**src/rtl/cword_injector_if.sv**
```systemverilog
// Command channel of the control-word injector: valid/ready push of
// {control word, hold count, last flag} into the injector's FIFO.
interface cword_injector_if #(
    parameter int CW_WIDTH = 32,
    parameter int HOLD_W   = 8
);
    logic                cmd_valid;
    logic                cmd_ready;
    logic [CW_WIDTH-1:0] cmd_cword;
    logic [HOLD_W-1:0]   cmd_hold;
    logic                cmd_last;

    modport master (output cmd_valid, cmd_cword, cmd_hold, cmd_last, input cmd_ready);
    modport slave  (input cmd_valid, cmd_cword, cmd_hold, cmd_last, output cmd_ready);
endinterface

```
**src/rtl/cword_injector.sv**
```systemverilog
// External control-word bus master: queues commands, takes the bus from on-chip
// control, replays each word for its hold count. Optional step trace via CWI_TRACE_EN.
module cword_injector #(
    parameter int CW_WIDTH   = 32,
    parameter int FIFO_DEPTH = 4,
    parameter int HOLD_W     = 8
) (
    input  logic                clk,
    input  logic                rst,
    cword_injector_if.slave     cmd,
    output logic                ctrlen,
    output logic [CW_WIDTH-1:0] cword_out,
    output logic                cword_oe,
    output logic                step,
    input  logic                brk,
    input  logic                resume,
    input  logic                abort,
    output logic                busy,
    output logic                halted,
    output logic                done,
    output logic [15:0]         trace_count
);
    localparam int PTR_W = $clog2(FIFO_DEPTH);

    typedef enum logic [2:0] {
        S_IDLE, S_HANDOVER, S_DRIVE, S_STARVE, S_HALTED, S_RELEASE
    } state_t;

    state_t              r_state, w_state_n;
    logic [CW_WIDTH-1:0] r_mem_cw   [FIFO_DEPTH];
    logic [HOLD_W-1:0]   r_mem_hold [FIFO_DEPTH];
    logic                r_mem_last [FIFO_DEPTH];
    logic [PTR_W-1:0]    r_wptr, r_rptr;
    logic [PTR_W:0]      r_count, w_count_n;
    logic                r_full;
    logic                w_empty, w_push, w_pop, w_flush;
    logic [HOLD_W-1:0]   r_cnt, w_cnt_n, w_head_hold;
    logic                r_last, w_last_n;
    logic [CW_WIDTH-1:0] r_cword, w_cword_n;
    logic                r_ctrlen, r_oe, r_step, r_busy, r_halted, r_done;

    assign w_empty     = (r_count == '0);
    assign w_push      = cmd.cmd_valid && !r_full && !w_flush;
    assign w_head_hold = (r_mem_hold[r_rptr] == '0) ? HOLD_W'(1) : r_mem_hold[r_rptr];
    assign w_count_n   = r_count + (PTR_W+1)'(w_push) - (PTR_W+1)'(w_pop);

    always_comb begin
        w_state_n = r_state;
        w_cnt_n   = r_cnt;
        w_last_n  = r_last;
        w_cword_n = r_cword;
        w_pop     = 1'b0;
        w_flush   = 1'b0;
        case (r_state)
            S_IDLE: begin
                if (abort)         w_flush   = 1'b1;
                else if (!w_empty) w_state_n = S_HANDOVER;
            end
            S_RELEASE: begin
                w_flush   = abort;
                w_state_n = S_IDLE;
            end
            default: begin
                if (abort) begin
                    w_flush   = 1'b1;
                    w_state_n = S_RELEASE;
                end else begin
                    case (r_state)
                        S_HANDOVER: begin
                            w_pop     = !w_empty;
                            w_state_n = w_empty ? S_RELEASE : S_DRIVE;
                        end
                        // A back-to-back pop still honours brk; the new word is held frozen.
                        S_DRIVE: begin
                            if (r_cnt <= HOLD_W'(1)) begin
                                if (r_last)       w_state_n = S_RELEASE;
                                else if (w_empty) w_state_n = S_STARVE;
                                else begin
                                    w_pop     = 1'b1;
                                    w_state_n = brk ? S_HALTED : S_DRIVE;
                                end
                            end else begin
                                w_cnt_n   = r_cnt - 1'b1;
                                w_state_n = brk ? S_HALTED : S_DRIVE;
                            end
                        end
                        S_STARVE: begin
                            if (!w_empty) begin
                                w_pop     = 1'b1;
                                w_state_n = S_DRIVE;
                            end
                        end
                        S_HALTED: if (resume) w_state_n = S_DRIVE;
                        default:  w_state_n = S_IDLE;
                    endcase
                end
            end
        endcase
        if (w_pop) begin
            w_cword_n = r_mem_cw[r_rptr];
            w_cnt_n   = w_head_hold;
            w_last_n  = r_mem_last[r_rptr];
        end
    end

    // Outputs are registered from the next state so they line up with it.
    always_ff @(posedge clk) begin
        if (rst) begin
            r_state  <= S_IDLE;
            r_cnt    <= '0;
            r_last   <= 1'b0;
            r_cword  <= '0;
            r_ctrlen <= 1'b1;
            r_oe     <= 1'b0;
            r_step   <= 1'b0;
            r_busy   <= 1'b0;
            r_halted <= 1'b0;
            r_done   <= 1'b0;
        end else begin
            r_state  <= w_state_n;
            r_cnt    <= w_cnt_n;
            r_last   <= w_last_n;
            r_cword  <= w_cword_n;
            r_ctrlen <= (w_state_n == S_IDLE);
            r_oe     <= (w_state_n inside {S_DRIVE, S_STARVE, S_HALTED});
            r_step   <= (w_state_n == S_DRIVE);
            r_busy   <= (w_state_n != S_IDLE);
            r_halted <= (w_state_n == S_HALTED);
            r_done   <= (w_state_n == S_IDLE) && (r_state != S_IDLE);
        end
    end

    always_ff @(posedge clk) begin
        if (rst || w_flush) begin
            r_wptr  <= '0;
            r_rptr  <= '0;
            r_count <= '0;
            r_full  <= 1'b0;
        end else begin
            if (w_push) r_wptr <= r_wptr + 1'b1;
            if (w_pop)  r_rptr <= r_rptr + 1'b1;
            r_count <= w_count_n;
            r_full  <= (w_count_n == (PTR_W+1)'(FIFO_DEPTH));
        end
    end

    always_ff @(posedge clk) begin
        if (w_push) begin
            r_mem_cw[r_wptr]   <= cmd.cmd_cword;
            r_mem_hold[r_wptr] <= cmd.cmd_hold;
            r_mem_last[r_wptr] <= cmd.cmd_last;
        end
    end

`ifdef CWI_TRACE_EN
    logic [15:0] r_trace;
    always_ff @(posedge clk) begin
        if (rst)                        r_trace <= '0;
        else if (r_step && r_trace != '1) r_trace <= r_trace + 1'b1;
    end
    assign trace_count = r_trace;
`else
    assign trace_count = '0;
`endif

    assign cmd.cmd_ready = !r_full;
    assign ctrlen        = r_ctrlen;
    assign cword_out     = r_cword;
    assign cword_oe      = r_oe;
    assign step          = r_step;
    assign busy          = r_busy;
    assign halted        = r_halted;
    assign done          = r_done;
endmodule
```
**src/flat_wrapper.sv**
```systemverilog
// flat-port wrapper written by rule: the top's interface ports become plain ports
module cword_injector_flat 
#(
    parameter int CW_WIDTH   = 32,
    parameter int FIFO_DEPTH = 4,
    parameter int HOLD_W     = 8
)
  (clk, rst, ctrlen, cword_out, cword_oe, step, brk, resume, abort, busy, halted, done, trace_count, cmd_cmd_valid, cmd_cmd_cword, cmd_cmd_hold, cmd_cmd_last, cmd_cmd_ready);
  cword_injector_if #(.CW_WIDTH(CW_WIDTH), .HOLD_W(HOLD_W)) cmd_i ();
  input  logic clk;
  input  logic rst;
  output logic ctrlen;
  output logic [CW_WIDTH-1:0] cword_out;
  output logic cword_oe;
  output logic step;
  input  logic brk;
  input  logic resume;
  input  logic abort;
  output logic busy;
  output logic halted;
  output logic done;
  output logic [15:0] trace_count;
  input wire logic [$bits(cmd_i.cmd_valid)-1:0] cmd_cmd_valid;
  input wire logic [$bits(cmd_i.cmd_cword)-1:0] cmd_cmd_cword;
  input wire logic [$bits(cmd_i.cmd_hold)-1:0] cmd_cmd_hold;
  input wire logic [$bits(cmd_i.cmd_last)-1:0] cmd_cmd_last;
  output wire logic [$bits(cmd_i.cmd_ready)-1:0] cmd_cmd_ready;
  assign cmd_i.cmd_valid = cmd_cmd_valid;
  assign cmd_i.cmd_cword = cmd_cmd_cword;
  assign cmd_i.cmd_hold = cmd_cmd_hold;
  assign cmd_i.cmd_last = cmd_cmd_last;
  assign cmd_cmd_ready = cmd_i.cmd_ready;
  cword_injector #(.CW_WIDTH(CW_WIDTH), .FIFO_DEPTH(FIFO_DEPTH), .HOLD_W(HOLD_W)) u_core (.clk(clk), .rst(rst), .cmd(cmd_i), .ctrlen(ctrlen), .cword_out(cword_out), .cword_oe(cword_oe), .step(step), .brk(brk), .resume(resume), .abort(abort), .busy(busy), .halted(halted), .done(done), .trace_count(trace_count));
endmodule
```
**config.mk**
```make
export PLATFORM = sky130hd
export DESIGN_NAME = cword_injector_flat
export DESIGN_NICKNAME = d
export VERILOG_FILES = /design/src/rtl/cword_injector_if.sv /design/src/rtl/cword_injector.sv /design/src/flat_wrapper.sv
export SDC_FILE = /design/constraint.sdc
export NUM_CORES = 1
export LEC_CHECK = 0
export CELL_PAD_IN_SITES_DETAIL_PLACEMENT = 1
export CELL_PAD_IN_SITES_GLOBAL_PLACEMENT = 2
export CORE_AREA = 2 2 146 148
export CTS_CLUSTER_DIAMETER = 100
export CTS_CLUSTER_SIZE = 30
export DETAILED_ROUTE_END_ITERATION = 16
export DIE_AREA = 0 0 148 150
export HOLD_SLACK_MARGIN = 0.06
export MAX_ROUTING_LAYER = met4
export PLACE_DENSITY_LB_ADDON = 0.1
export SYNTH_ARGS = -nofsm -noshare
export SYNTH_HDL_FRONTEND = slang
export SYNTH_SLANG_ARGS = --single-unit
```
**constraint.sdc**
```tcl
create_clock -name clk -period 8.54 [get_ports clk]
set_input_delay 1.708 -clock clk [delete_from_list [all_inputs] [get_ports clk]]
set_output_delay 1.708 -clock clk [all_outputs]
set_load 0.005 [all_outputs]
```
==> flow_summary_export.csv <==
group,metric,value,unit
clocking,post-cts-setup-buffers,0,
detailed_routing,drt-total-wl,18200,um
worst_hold_path,hold_start,"u_core.cword_out[4]",
floorplan,io-pin-count,102,
setup_path,rr_endpoint,"u_core.r_full",
timing,layout_min_cycle_time,4350,ps
yosys,syn_area_per_cell,15.8,um2
yosys,synth-simple-area-share,7.36,%
run,max_cap_viol_count,0,
detailed_routing,ant_nets,0,
yosys,synth_mux_area_share,11.1,%
setup_path,cp-start-kind,"input pin",
yosys,synth_top_family_by_area,"multiplexers",
grt,grtUsageTotal,16.9,%
grt,overflow,0,
layout,area_growth,15.7,%
floorplan,die_w,148,um
timing,max_slew.worst_pin.slew,1080,ps
yosys,yosys.area_share.adder,1.39,%
clocking,htree_levels,1,
setup_path,arrival,4720,ps
clocking,cts_made_buffers,11,
floorplan,die_h,150,um
floorplan,fp.dieArea,22200,um2
yosys,synthCells,549,
pwr,power_density,188,nW/um2
detailed_routing,wl_per_cell,20.1,um
detailed_routing,drt_iter0_markers,265,
worst_hold_path,min_path_type,"reg -> reg",
placed_design,io_buffer_count,85,
worst_hold_path,hold_depth,2,
floorplan,rows,53,
yosys,ys_ff_latch,224,
grt,grt_max_degree,48,
setup_path,reg2regPathDepth,13,
floorplan,start_util,41.9,%
clocking,clock_latency,470,ps
detailed_routing,drc,0,
detailed_routing,post_drt_via_cell_ratio,5.21,
yosys,syn_area,8670,um2
setup_path,crit_start,"abort",
grt,antenna_found_initial,0,
layout,antenna_cells,0,
floorplan,core,20700,um2
pwr,ir_worst_vdd,150,uV
yosys,synth_compound_area_share,5.37,%
yosys,synth_cell_types,55,
pwr,power.total,1.89,mW
pwr,leakage,3.16,nW
detailed_routing,drtPass1Iterations,4,
yosys,synthXorXnorAreaFrac,0.505,%
timing,hold_slack,463,ps
grt,first_global_vias,4960,
timing,grt_setup_unrepaired,"false",
clocking,numClockSinks,224,
timing,fmax,0.230,GHz
setup_path,required,8920,ps
yosys,ys_warn_count,0,
setup_path,worst_setup_path_end_kind,"flop",
setup_path,critPathKind,"in -> reg",
layout,nets,681,
placed_design,hpwl,10600,um
timing,hold_viol_final,0,
detailed_routing,vias,4702,
layout,layout-drive-gt1-share,11.9,%
timing,finalMaxSlewViolations,0,
timing,worst_clock_skew,12.8,ps
setup_path,r2r_start,"u_core.r_cnt[0]",
timing,slew_headroom,27.7,%
outcome,status,"complete, no violations",
clocking,cts_root_buf,"clkbuf_16",
yosys,yosysSeqAreaShare,70.6,%
clocking,cts_tree,"done",
grt,grt_pass1_wl,27900,um
timing,setup_violations,0,
setup_path,crit_fanout,37,
timing,finalCritPeriodShare,50.9,%
setup_path,r2r_slack,5200,ps
clocking,cts_buffer_depth,3,
placed_design,gp_congestion,0.739,
timing,fin_tns_setup,0,ps
clocking,hold_buffers,0,
worst_hold_path,hold-path-endpoint,"u_core.cword_out[4]",
clocking,cts_resized,0,
clocking,cts.clk_slew.worst_paths,110,ps
## metal layers
layer | vias up | GRT usage, % | wire length [um]
met3 | 18 | 2.41 | 530
met2 | 77 | 30.3 | 9550
met4 | 0 | 3.29 | 259
met5 | - | - | 0
li1 | 2182 | - | -
met1 | 2425 | 20.7 | 7850
## cell type report
type | instances | area (um2)
Clock inverter | 2 | 17.5
Clock buffer | 14 | 287
Fill cell | 2041 | 10700
Sequential cell | 224 | 6130
Inverter | 16 | 60.1
Timing Repair Buffer | 92 | 898
Multi-Input combinational cell | 280 | 2300
Tap cell | 275 | 344
## how the worst max path moves through the flow
stage	end	slack, ps	cells after the start
after global routing	u_core.r_full	3980	11
after floorplan	u_core.r_full	4630	12
after global placement	u_core.r_full	3830	11
after CTS	u_core.r_full	4170	11
after detailed placement	u_core.r_full	3690	11
final	u_core.r_full	4190	11
## Yosys cell counts, drive strengths merged
library cell / number / share of area, %
edfxtp: 164 / 57
nand2: 70 / 3.1
dfxtp: 60 / 14
mux4: 41 / 11
a21oi: 36 / 2.1
buf: 28 / 2.2
clkbuf: 16 / 0.71
inv: 16 / 0.69
nor2: 16 / 0.69
o21ai: 13 / 0.75
nor3: 9 / 0.58
ha: 8 / 1.2
and2: 7 / 0.51
nand3: 7 / 0.40
a32o: 6 / 0.69
nand2b: 5 / 0.36
nor2b: 5 / 0.36
or2: 4 / 0.29
xnor2: 4 / 0.40
a211oi: 3 / 0.26
a31oi: 3 / 0.22
nor4: 3 / 0.46
a21o: 2 / 0.17
a41o: 2 / 0.25
nor3b: 2 / 0.17
or4: 2 / 0.17
a2111oi: 1 / 0.17
a21boi: 1 / 0.087
a22oi: 1 / 0.087
a311o: 1 / 0.12
a41oi: 1 / 0.10
conb: 1 / 0.043
fa: 1 / 0.23
mux2: 1 / 0.13
mux2i: 1 / 0.12
nand4: 1 / 0.072
nor4b: 1 / 0.10
o221ai: 1 / 0.10
o2bb2ai: 1 / 0.10
o31ai: 1 / 0.087
o41ai: 1 / 0.10
or3: 1 / 0.072
xor2: 1 / 0.10
## state kept, by name, indices dropped and copies added, names as in the netlist, named ones only
register / count
u_core.busy: 1
u_core.r_full: 1
u_core.done: 1
u_core.r_mem_hold: 32
u_core.step: 1
u_core.r_mem_last: 4
u_core.r_last: 1
u_core.cword_out: 32
u_core.r_state: 3
u_core.r_count: 3
u_core.ctrlen: 1
u_core.r_wptr: 2
u_core.r_mem_cw: 128
u_core.halted: 1
u_core.cword_oe: 1
u_core.r_cnt: 8
u_core.r_rptr: 2
## metrics by stage
stage | area (um2) | utilization (%) | setup slack [ps] | cells
after detailed placement | 9730 | 47.0 | 3690 | 887
after CTS | 10000 | 48.5 | 4170 | 903
after global routing | 10000 | 48.5 | 3980 | 903
after global placement | 9730 | 47.0 | 3830 | 887
final | 10000 | 48.5 | 4190 | 903
after floorplan | 8730 | - | 4630 | 564
## cell families after synthesis
group                    count (synthesis)
flip-flops                             224
AND/OR/NAND/NOR                        133
AO/OA/AOI/OAI                           74
buffers and inverters                   60
multiplexers                            43
adder cells (fa/ha/maj)                  9
XOR/XNOR                                 5
other                                    1
## placed cells by master, fill, tap and decap left out, drive strengths merged, types with 4 or more instances in the layout
cell,n
clkbuf,14
and2,7
a32o,6
a21oi,36
edfxtp,164
nand2b,5
mux4,41
buf,8
or2,4
inv,18
conb,16
nor2,16
nand3,7
xnor2,4
o21ai,13
nand2,70
clkdlybuf4s50,84
nor2b,5
ha,8
nor3,9
dfxtp,60
## where the power goes
group	internal [mW]	switching (mW)
sequential	1.19	0.0129
clock	0.244	0.323
combinational	0.0577	0.0601
total	1.49	0.396
## worst max-delay path: stages
cell and delay, ps:
clkdlybuf4s50_1 630, nor4_4 560, nand2_4 390, inv_2 150, ha_1 140, inv_1 40, ha_1 210, fa_1 410
xnor2_1 150, xnor2_1 140, nor4_1 180
Note: power is estimated with default switching activity, not from simulation.
